===== config.mk =====
export PLATFORM = sky130hd
export DESIGN_NAME = regfile_bypass_sb
export DESIGN_NICKNAME = d
export VERILOG_FILES = /design/src/rtl/regfile_pkg.sv /design/src/rtl/reg_scoreboard.sv /design/src/rtl/regfile_bypass_sb.sv
export SDC_FILE = /design/constraint.sdc
export NUM_CORES = 2
export LEC_CHECK = 0
export BUFFER_PORTS_ARGS = -buffer_cell sky130_fd_sc_hd__buf_2
export CORE_MARGIN = 1
export CORE_UTILIZATION = 60
export CTS_CLUSTER_SIZE = 10
export DETAILED_ROUTE_END_ITERATION = 8
export GPL_TIMING_DRIVEN = 0
export PLACE_DENSITY = 0.81
export SETUP_SLACK_MARGIN = 0.5
export SYNTH_ARGS = -nofsm -noshare
export SYNTH_HDL_FRONTEND = slang
export SYNTH_SLANG_ARGS = --single-unit

===== constraint.sdc =====
create_clock -name clk -period 6.7 [get_ports clk]
set_input_delay 2.01 -clock clk [delete_from_list [all_inputs] [get_ports clk]]
set_output_delay 2.01 -clock clk [all_outputs]
set_load 0.1 [all_outputs]

===== src/rtl/regfile_pkg.sv =====
// ============================================================================
// Module   : regfile_pkg
// Purpose  : Shared defaults and halt-state encoding for the register file.
// Revision : 1.0
// ============================================================================
`default_nettype none

package regfile_pkg;

    localparam int          DEF_XLEN     = 32;
    localparam int          DEF_NREG     = 32;
    localparam int          DEF_NRD      = 2;
    localparam int          DEF_SP_IDX   = 2;
    localparam logic [31:0] DEF_SP_INIT  = 32'h0000_2ffc;
    localparam int          DEF_HALT_REG = 17;
    localparam logic [31:0] DEF_HALT_VAL = 32'd10;

    typedef enum logic [0:0] {
        ST_RUN    = 1'b0,
        ST_HALTED = 1'b1
    } halt_state_e;

endpackage

`default_nettype wire


===== src/rtl/reg_scoreboard.sv =====
// ============================================================================
// Module   : reg_scoreboard
// Purpose  : Per-register pending-producer bits with write-through masking.
// Revision : 1.0
// ============================================================================
`default_nettype none

module reg_scoreboard #(
    parameter int NREG = 32,
    parameter int NRD  = 2,
    localparam int AW  = $clog2(NREG)
) (
    input  logic              clk,
    input  logic              reset,
    input  logic              set_en,
    input  logic [AW-1:0]     set_addr,
    input  logic              clr_en,
    input  logic [AW-1:0]     clr_addr,
    input  logic [NRD*AW-1:0] rd_addr,
    input  logic              byp_en,
    input  logic [AW-1:0]     byp_addr,
    output logic [NRD-1:0]    rd_busy
);

    logic [NREG-1:0] busy;

    // Set is applied after clear so a new producer supersedes a retiring one.
    always_ff @(posedge clk) begin
        if (reset) begin
            busy <= '0;
        end else begin
            if (clr_en) begin
                busy[clr_addr] <= 1'b0;
            end
            if (set_en && (set_addr != '0)) begin
                busy[set_addr] <= 1'b1;
            end
        end
    end

    for (genvar i = 0; i < NRD; i++) begin : g_rd_busy
        logic [AW-1:0] addr;
        assign addr       = rd_addr[i*AW +: AW];
        assign rd_busy[i] = busy[addr] && !(byp_en && (byp_addr == addr));
    end

endmodule

`default_nettype wire


===== src/rtl/regfile_bypass_sb.sv =====
// ============================================================================
// Module   : regfile_bypass_sb
// Purpose  : Register file with write-through bypass, scoreboard and halt FSM.
// Revision : 1.0
// ============================================================================
`default_nettype none

module regfile_bypass_sb
    import regfile_pkg::*;
#(
    parameter int               XLEN     = DEF_XLEN,
    parameter int               NREG     = DEF_NREG,
    parameter int               NRD      = DEF_NRD,
    parameter int               SP_IDX   = DEF_SP_IDX,
    parameter logic [XLEN-1:0]  SP_INIT  = XLEN'(DEF_SP_INIT),
    parameter int               HALT_REG = DEF_HALT_REG,
    parameter logic [XLEN-1:0]  HALT_VAL = XLEN'(DEF_HALT_VAL),
    localparam int              AW       = $clog2(NREG)
) (
    input  logic                clk,
    input  logic                reset,
    input  logic [NRD*AW-1:0]   rd_addr,
    output logic [NRD*XLEN-1:0] rd_data,
    output logic [NRD-1:0]      rd_busy,
    input  logic                wr_en,
    input  logic [AW-1:0]       wr_addr,
    input  logic [XLEN-1:0]     wr_data,
    input  logic                alloc_en,
    input  logic [AW-1:0]       alloc_addr,
    input  logic                ecall,
    output logic                is_halted,
    input  logic [AW-1:0]       dbg_addr,
    output logic [XLEN-1:0]     dbg_data
);

    localparam logic [AW-1:0] HALT_ADDR = AW'(HALT_REG);

    logic [XLEN-1:0] regs [NREG];
    halt_state_e     state;
    halt_state_e     state_next;
    logic            halted;
    logic            commit;
    logic [XLEN-1:0] halt_value;
    logic            halt_busy;
    logic [NRD:0]    busy_all;

    assign halted    = (state == ST_HALTED);
    assign is_halted = halted;
    assign commit    = wr_en && (wr_addr != '0) && !halted;

    always_ff @(posedge clk) begin
        if (reset) begin
            for (int i = 0; i < NREG; i++) begin
                regs[i] <= (i == SP_IDX) ? SP_INIT : '0;
            end
        end else if (commit) begin
            regs[wr_addr] <= wr_data;
        end
    end

    for (genvar i = 0; i < NRD; i++) begin : g_rd
        logic [AW-1:0] addr;
        assign addr = rd_addr[i*AW +: AW];
        assign rd_data[i*XLEN +: XLEN] = (addr == '0)                   ? '0      :
                                         (wr_en && (wr_addr == addr))   ? wr_data :
                                                                          regs[addr];
    end

    assign dbg_data = regs[dbg_addr];

    // The halt register rides on an extra scoreboard port so its busy view
    // gets the same write-through masking as the architectural read ports.
    reg_scoreboard #(
        .NREG (NREG),
        .NRD  (NRD + 1)
    ) u_scoreboard (
        .clk      (clk),
        .reset    (reset),
        .set_en   (alloc_en && !halted),
        .set_addr (alloc_addr),
        .clr_en   (commit),
        .clr_addr (wr_addr),
        .rd_addr  ({HALT_ADDR, rd_addr}),
        .byp_en   (wr_en),
        .byp_addr (wr_addr),
        .rd_busy  (busy_all)
    );

    assign rd_busy   = busy_all[NRD-1:0];
    assign halt_busy = busy_all[NRD];

    assign halt_value = (HALT_ADDR == '0)                     ? '0      :
                        (wr_en && (wr_addr == HALT_ADDR))     ? wr_data :
                                                                regs[HALT_ADDR];

    always_comb begin
        state_next = state;
        case (state)
            ST_RUN: begin
                if (ecall && (halt_value == HALT_VAL) && !halt_busy) begin
                    state_next = ST_HALTED;
                end
            end
            ST_HALTED: state_next = ST_HALTED;
            default:   state_next = ST_RUN;
        endcase
    end

    always_ff @(posedge clk) begin
        if (reset) begin
            state <= ST_RUN;
        end else begin
            state <= state_next;
        end
    end

endmodule

`default_nettype wire


==> impl_summary.md, run 1 <==
GRT
Entering global routing, the biggest net connects 34 pins. For this run, the total global-route usage over all layers was measured as 77.3%. The sum of overflow across all layers after global routing is 3.

Logic synthesis
A synthesized cell averages 14.2 um2. The number of enable-type register cells in the synthesized netlist is 1024. The synthesized netlist occupies a cell area of 65800 um2. The Yosys warning count is 0.

The synthesized instance count is 4624. The flip-flop and latch count after synthesis is 1057. The top-area cell type share of the netlist area is 46.7%. Sorting the synthesized cells by area gives the leading types as edfxtp_1, mux4_2, and2_1.

The sequential fraction of the synthesis area is 47.7%. Summed over all instances, the cell type with the most area after synthesis is edfxtp_1. The share of flip-flops with an asynchronous set or reset after synthesis is 0%. The number of distinct library cells after synthesis is 69. The most used flip-flop cell after synthesis is edfxtp_1.

Placement
The worst setup timing slack at the placement stage is -2.16 ns. The number of buffer cells added on primary ports is 144. Summed over all nets, the half-perimeter wirelength after detailed placement is 274000 um.

The placer congestion estimate is 1.24. The standard cell area after detailed placement is 69900 um2.

Outcome
The tool reported: "[ERROR GRT-0232] Routing congestion too high. Check the congestion heatmap in the GUI". The stage at which the run stopped is 5_1_grt. The run stopped with a tool error.

Die
The width of the chip is 333 um. The starting density of the core is 60.4%. The floorplan die height is 333 um. 161 I/O pins were placed.

Row generation in the floorplan step produced 121 rows.

Clock network
Clock tree synthesis inserted a total of 121 buffers. The maximum level of the CTS H-tree is 3. The buffer levels on the longest clock path is 3. CTS placed an instance of clkbuf_16 at the clock tree root.

The tree built by TritonCTS fans out to 1057 sinks.
-- per-stage QoR --
stage | utilization (%) | setup TNS [ns] | instances
floorplan | - | 0 | 4655
global placement | 63.4 | -169.97 | 6213
detailed placement | 64.2 | -118.24 | 6249
CTS | 71.8 | 0 | 6498
-- Yosys cell counts, drive strengths merged (3+ instances only) --
| cell | instances |
|---|---|
| a22o | 10 |
| nor3b | 14 |
| a32oi | 3 |
| o21bai | 3 |
| nor2 | 137 |
| buf | 181 |
| inv | 36 |
| o22ai | 87 |
| nand4 | 6 |
| a31oi | 15 |
| a21oi | 30 |
| o21a | 3 |
| edfxtp | 1024 |
| dfxtp | 33 |
| a31o | 4 |
| or3 | 8 |
| a2111oi | 10 |
| and3 | 5 |
| o221ai | 10 |
| nor3 | 98 |
| a22oi | 31 |
| mux4 | 698 |
| a211oi | 46 |
| o211ai | 10 |
| clkbuf | 338 |
| xnor2 | 10 |
| nor2b | 16 |
| or2 | 13 |
| a211o | 10 |
| a311oi | 5 |
| o22a | 12 |
| a221oi | 77 |
| nand2b | 44 |
| and2 | 959 |
| nand3 | 12 |
| mux2 | 74 |
| mux2i | 297 |
| a221o | 37 |
| nand3b | 4 |
| nor4 | 30 |
| nand2 | 60 |
| o21ai | 76 |
| a21o | 27 |
-- timing repair --
action | CTS
endpoints found under the setup margin | 98
hold buffers | 0
cloned | 6
pin swaps | 47
buffers inserted | 59
gates resized for setup | 1063
-- routing by layer --
metal,GRT overflow,track usage [%]
met5,0,38.9
met4,1,72.8
met3,0,68.8
met2,2,87.8
met1,0,79.1
-- cell families after synthesis --
kind of cell	count (synthesis)	share of synthesized area (%)
muxes	1069	29.7
AOI/OAI and AO/OA	514	5.70
and+or+nand+nor	1417	12.6
DFF	1057	47.7
other	1	0.00570
buffers and inverters	556	4.12
xor gates and xnor gates	10	0.133
==> run 2, diff against run 1 <==
--- a/config.mk
+++ b/config.mk
@@ -7,12 +7,10 @@
 export LEC_CHECK = 0
 export BUFFER_PORTS_ARGS = -buffer_cell sky130_fd_sc_hd__buf_2
 export CORE_MARGIN = 1
-export CORE_UTILIZATION = 60
-export CTS_CLUSTER_SIZE = 10
+export CORE_UTILIZATION = 40
 export DETAILED_ROUTE_END_ITERATION = 8
 export GPL_TIMING_DRIVEN = 0
-export PLACE_DENSITY = 0.81
-export SETUP_SLACK_MARGIN = 0.5
+export PLACE_DENSITY_LB_ADDON = 0.15
 export SYNTH_ARGS = -nofsm -noshare
 export SYNTH_HDL_FRONTEND = slang
 export SYNTH_SLANG_ARGS = --single-unit
==> run 2 against run 1 <==
The flow now finishes, with violations (capacitance limit, slew limit, setup timing). Area after synthesis did not move. Synthesized cell count is the same.
==> impl_summary.md, run 2 <==
Placement
The worst setup timing slack at the placement stage is -2.35 ns (-0.187 ns). The number of buffer cells added on primary ports is 144 (unchanged). The detailed placer's ending HPWL is 311000 um (+14%).

The placer congestion estimate is 1.09 (-12%).

Logic synthesis
The post-synthesis average cell area is 14.2 um2 (unchanged). The Yosys warning count is 0 (unchanged). By area the synthesized netlist is led by edfxtp_1, mux4_2, and2_1. The sequential fraction of the synthesis area was 47.7% (unchanged). The top-area cell type share of the netlist area was 46.7% (unchanged). The most used flip-flop cell after synthesis is edfxtp_1. The number of distinct library cells after synthesis is 69 (unchanged). The cell with the most instances after synthesis is edfxtp_1. Summed over all instances, the cell type with the most area after synthesis is edfxtp_1.

The synthesized instance count is 4624 (unchanged). The flip-flop and latch count after synthesis was 1057 (unchanged). The share of flip-flops with an asynchronous set or reset after synthesis is 0% (unchanged).

The cell area after technology mapping came to 65800 um2 (unchanged). The number of enable-type register cells in the synthesized netlist was 1024 (unchanged). Ranked by instance count, the synthesized netlist is headed by edfxtp_1, and2_1, mux4_2.

Worst setup path
The worst reg2reg path startpoint is is_halted. The largest individual stage delay along the critical path comes from the cell nor3_2. The number of buffers and inverters on the critical path is 4. Along the worst path, the maximum fanout reaches 10. The critical path goes through buf_2 > nand2b_2 > clkbuf_8 > buf_8 > o22ai_2 > nor3_1 > a211oi_1 > nor3_2 > buf_6.

The reg2reg setup slack is 2.62 ns. The category of the critical setup timing path is in2out. For this run, the slowest stage of the critical path takes 0.53 ns. Data on the critical path arrives at its endpoint at 4.98 ns. The worst register-to-register path ends at regs[14][27]. STA classifies the critical path startpoint as an input port. In this run the worst setup path terminates at rd_data[2].

The path depth of the worst reg2reg path is 6. The critical path data required time is 4.69 ns. The most critical setup path has its startpoint at rd_addr[2].

The critical path's top delay family is buffers and inverters. STA classifies the critical path endpoint as an output pin. The number of cells on the critical path is 9.

Drt
In the final routed layout, each cell accounts on average for 58.1 um. After detailed routing, the number of vias per cell comes to 7.46. The via count is 54700. The count of nets left with antenna violations once routing finished came out at 0. After the first detailed-routing iteration, the DRC count stood at 10600.

The number of detailed-routing iterations run before antenna repair is 8. The routed wire length is 426000 um. After detailed routing, the number of remaining DRC violations is 0.

Die
The area of the die is 166000 um2. The floorplan die height is 408 um (+22%). The I/O pin count is 161 (unchanged).

The row count is 148 (+22%). The width of the chip is 408 um (+22%). The starting density of the core is 40.4% (-20 points). The core region is 163000 um2.

Timing
The setup TNS is -6.87 ns. The number of max-slew violations in the final report is 29. The remaining max-slew budget at the tightest pin is -10.6%. Across the routed clock network, the largest skew measured is 0.0217 ns. Across all setup checks in the final design, the least slack found is -0.289 ns.

The routed design could run at a clock period as short as 6.99 ns. Setup violations remaining at the end of the flow were counted as 82. The final hold violation count is 0.

At the pin with the least slew margin, the transition time is 1.65 ns. The hold slack is 0.485 ns. The share of the cycle needed by the critical path after routing is 104%.

Setup repair after global routing could not meet its margin everywhere. The highest achievable clock rate is 143 MHz.

GRT
The number of antenna violations at the first check in global routing is 42. The first global-routing pass estimated 534000 um of wire. Entering global routing, the biggest net connects 34 pins. The sum of overflow across all layers after global routing is 0. The via count of the first global-routing pass came to 50000. The all-layer global routing usage is 50.7%.

Layout
Cells with a size suffix above 1 make up 34.1% of the layout. The library cells used most frequently in the layout, excluding fill and tap cells, are edfxtp_1, and2_1, mux4_2. The commonest non-fill, non-tap cell in the layout is edfxtp_1.

The final layout contains 5079 nets. More flip-flops sit in one register than any other, and that register is regs. The flip-flop count of the largest register, all copies and words added is 1024. The area overhead of the layout relative to synthesis is 19.4%.

Power and ir drop
For this design the static power due to leakage is 27.2 nW. The maximum vdd ir drop is 0.000322 V. The overall power consumption is 20.4 mW. The power density over cell area is 259 nW/um2.

Clock network
The later pin in the worst-skew pair is clocked with a latency of 0.83 ns. The number of buffers created by CTS is 134 (+11%). TritonCTS built the clock tree.

The number of clock sinks is 1057 (unchanged). The maximum level of the CTS H-tree was 4 (+1). The tree is rooted in a clkbuf_16. After clock tree synthesis, the clock-pin slew on the worst setup and hold paths is 0.06 ns.

The buffer levels on the longest clock path is 3 (unchanged).

Outcome
The flow ran to the end, but the final reports show violations. The final reports fail on capacitance limit, slew limit, setup timing.

Run
The number of max-cap violations is 6.

Min path
The tightest min-delay check is of the reg2reg type.
[run 2: per-stage QoR]
step	area, um2	std cells	utilization [%]
finish	78600	7334	48.2
global route	78500	7300	48.2
CTS	77700	7250	47.7
detailed placement	70300	7006	43.2
global placement	69500	6974	42.7
floorplan	66100	4655	-
[run 2: kinds of logic (layout without fill, tap and decap cells)]
family                    Yosys count  count (layout)  synth area share, %
AOI/OAI and AO/OA                 514             514                 5.70
and+or+nand+nor                  1417            1417                 12.6
xor gates and xnor gates           10              10                0.133
other                               1              73              0.00570
buffers and inverters             556            1019                 4.12
muxes                            1069            1069                 29.7
DFF                              1057            1057                 47.7
[run 2: metal layers]
| metal | up-vias | routed length, um | share of wire [%] | track usage (%) |
|---|---|---|---|---|
| li1 | 19200 | - | - | - |
| met1 | 28600 | 147000 | 35 | 60.3 |
| met4 | 14 | 49400 | 12 | 47.3 |
| met5 | - | 218 | 0.051 | 0.431 |
| met2 | 5438 | 173000 | 41 | 69.8 |
| met3 | 1461 | 56400 | 13 | 19.7 |
[run 2: worst min-delay path by stage]
| stage | start | endpoint | slack (ns) | cells past startpoint |
|---|---|---|---|---|
| global placement | u_scoreboard.busy[8] | u_scoreboard.busy[8] | 0.46 | 2 |
| finish | u_scoreboard.busy[23] | u_scoreboard.busy[23] | 0.48 | 2 |
| CTS | u_scoreboard.busy[10] | u_scoreboard.busy[10] | 0.48 | 2 |
| detailed placement | u_scoreboard.busy[10] | u_scoreboard.busy[10] | 0.47 | 2 |
| floorplan | u_scoreboard.busy[0] | u_scoreboard.busy[0] | 0.45 | 1 |
| global route | u_scoreboard.busy[27] | u_scoreboard.busy[27] | 0.50 | 2 |
[run 2: timing repair]
action / CTS / global route
setup buffers: 16 / 43
setup endpoints to repair: 98 / 77
hold buffers: 0 / 0
pin swaps: 23 / 11
resized for setup: 765 / 105
[run 2: final cells by class]
cell class | count | area, um2
Timing Repair Buffer | 235 | 2160
Inverter | 37 | 146
Multi-Input combinational cell | 3042 | 33500
Clock buffer | 170 | 3590
Sequential cell | 1057 | 31400
Fill cell | 14400 | 84400
Antenna cell | 41 | 103
Buffer | 510 | 4220
Tap cell | 2175 | 2720
Clock inverter | 67 | 691
[run 2: power by group]
group	internal, mW	leakage, nW	switching [mW]
sequential	7.63	10.0	0.304
combinational	1.53	15.0	3.46
clock	4.26	2.10	3.19
total	13.4	27.2	6.96
[run 2: tightest hold or removal path: stages, from the launching register on]
cell	delay (ns)
dfxtp_1	0.31
inv_1	0.05
o21ai_0	0.07
Power figures use the tool's default switching activity.
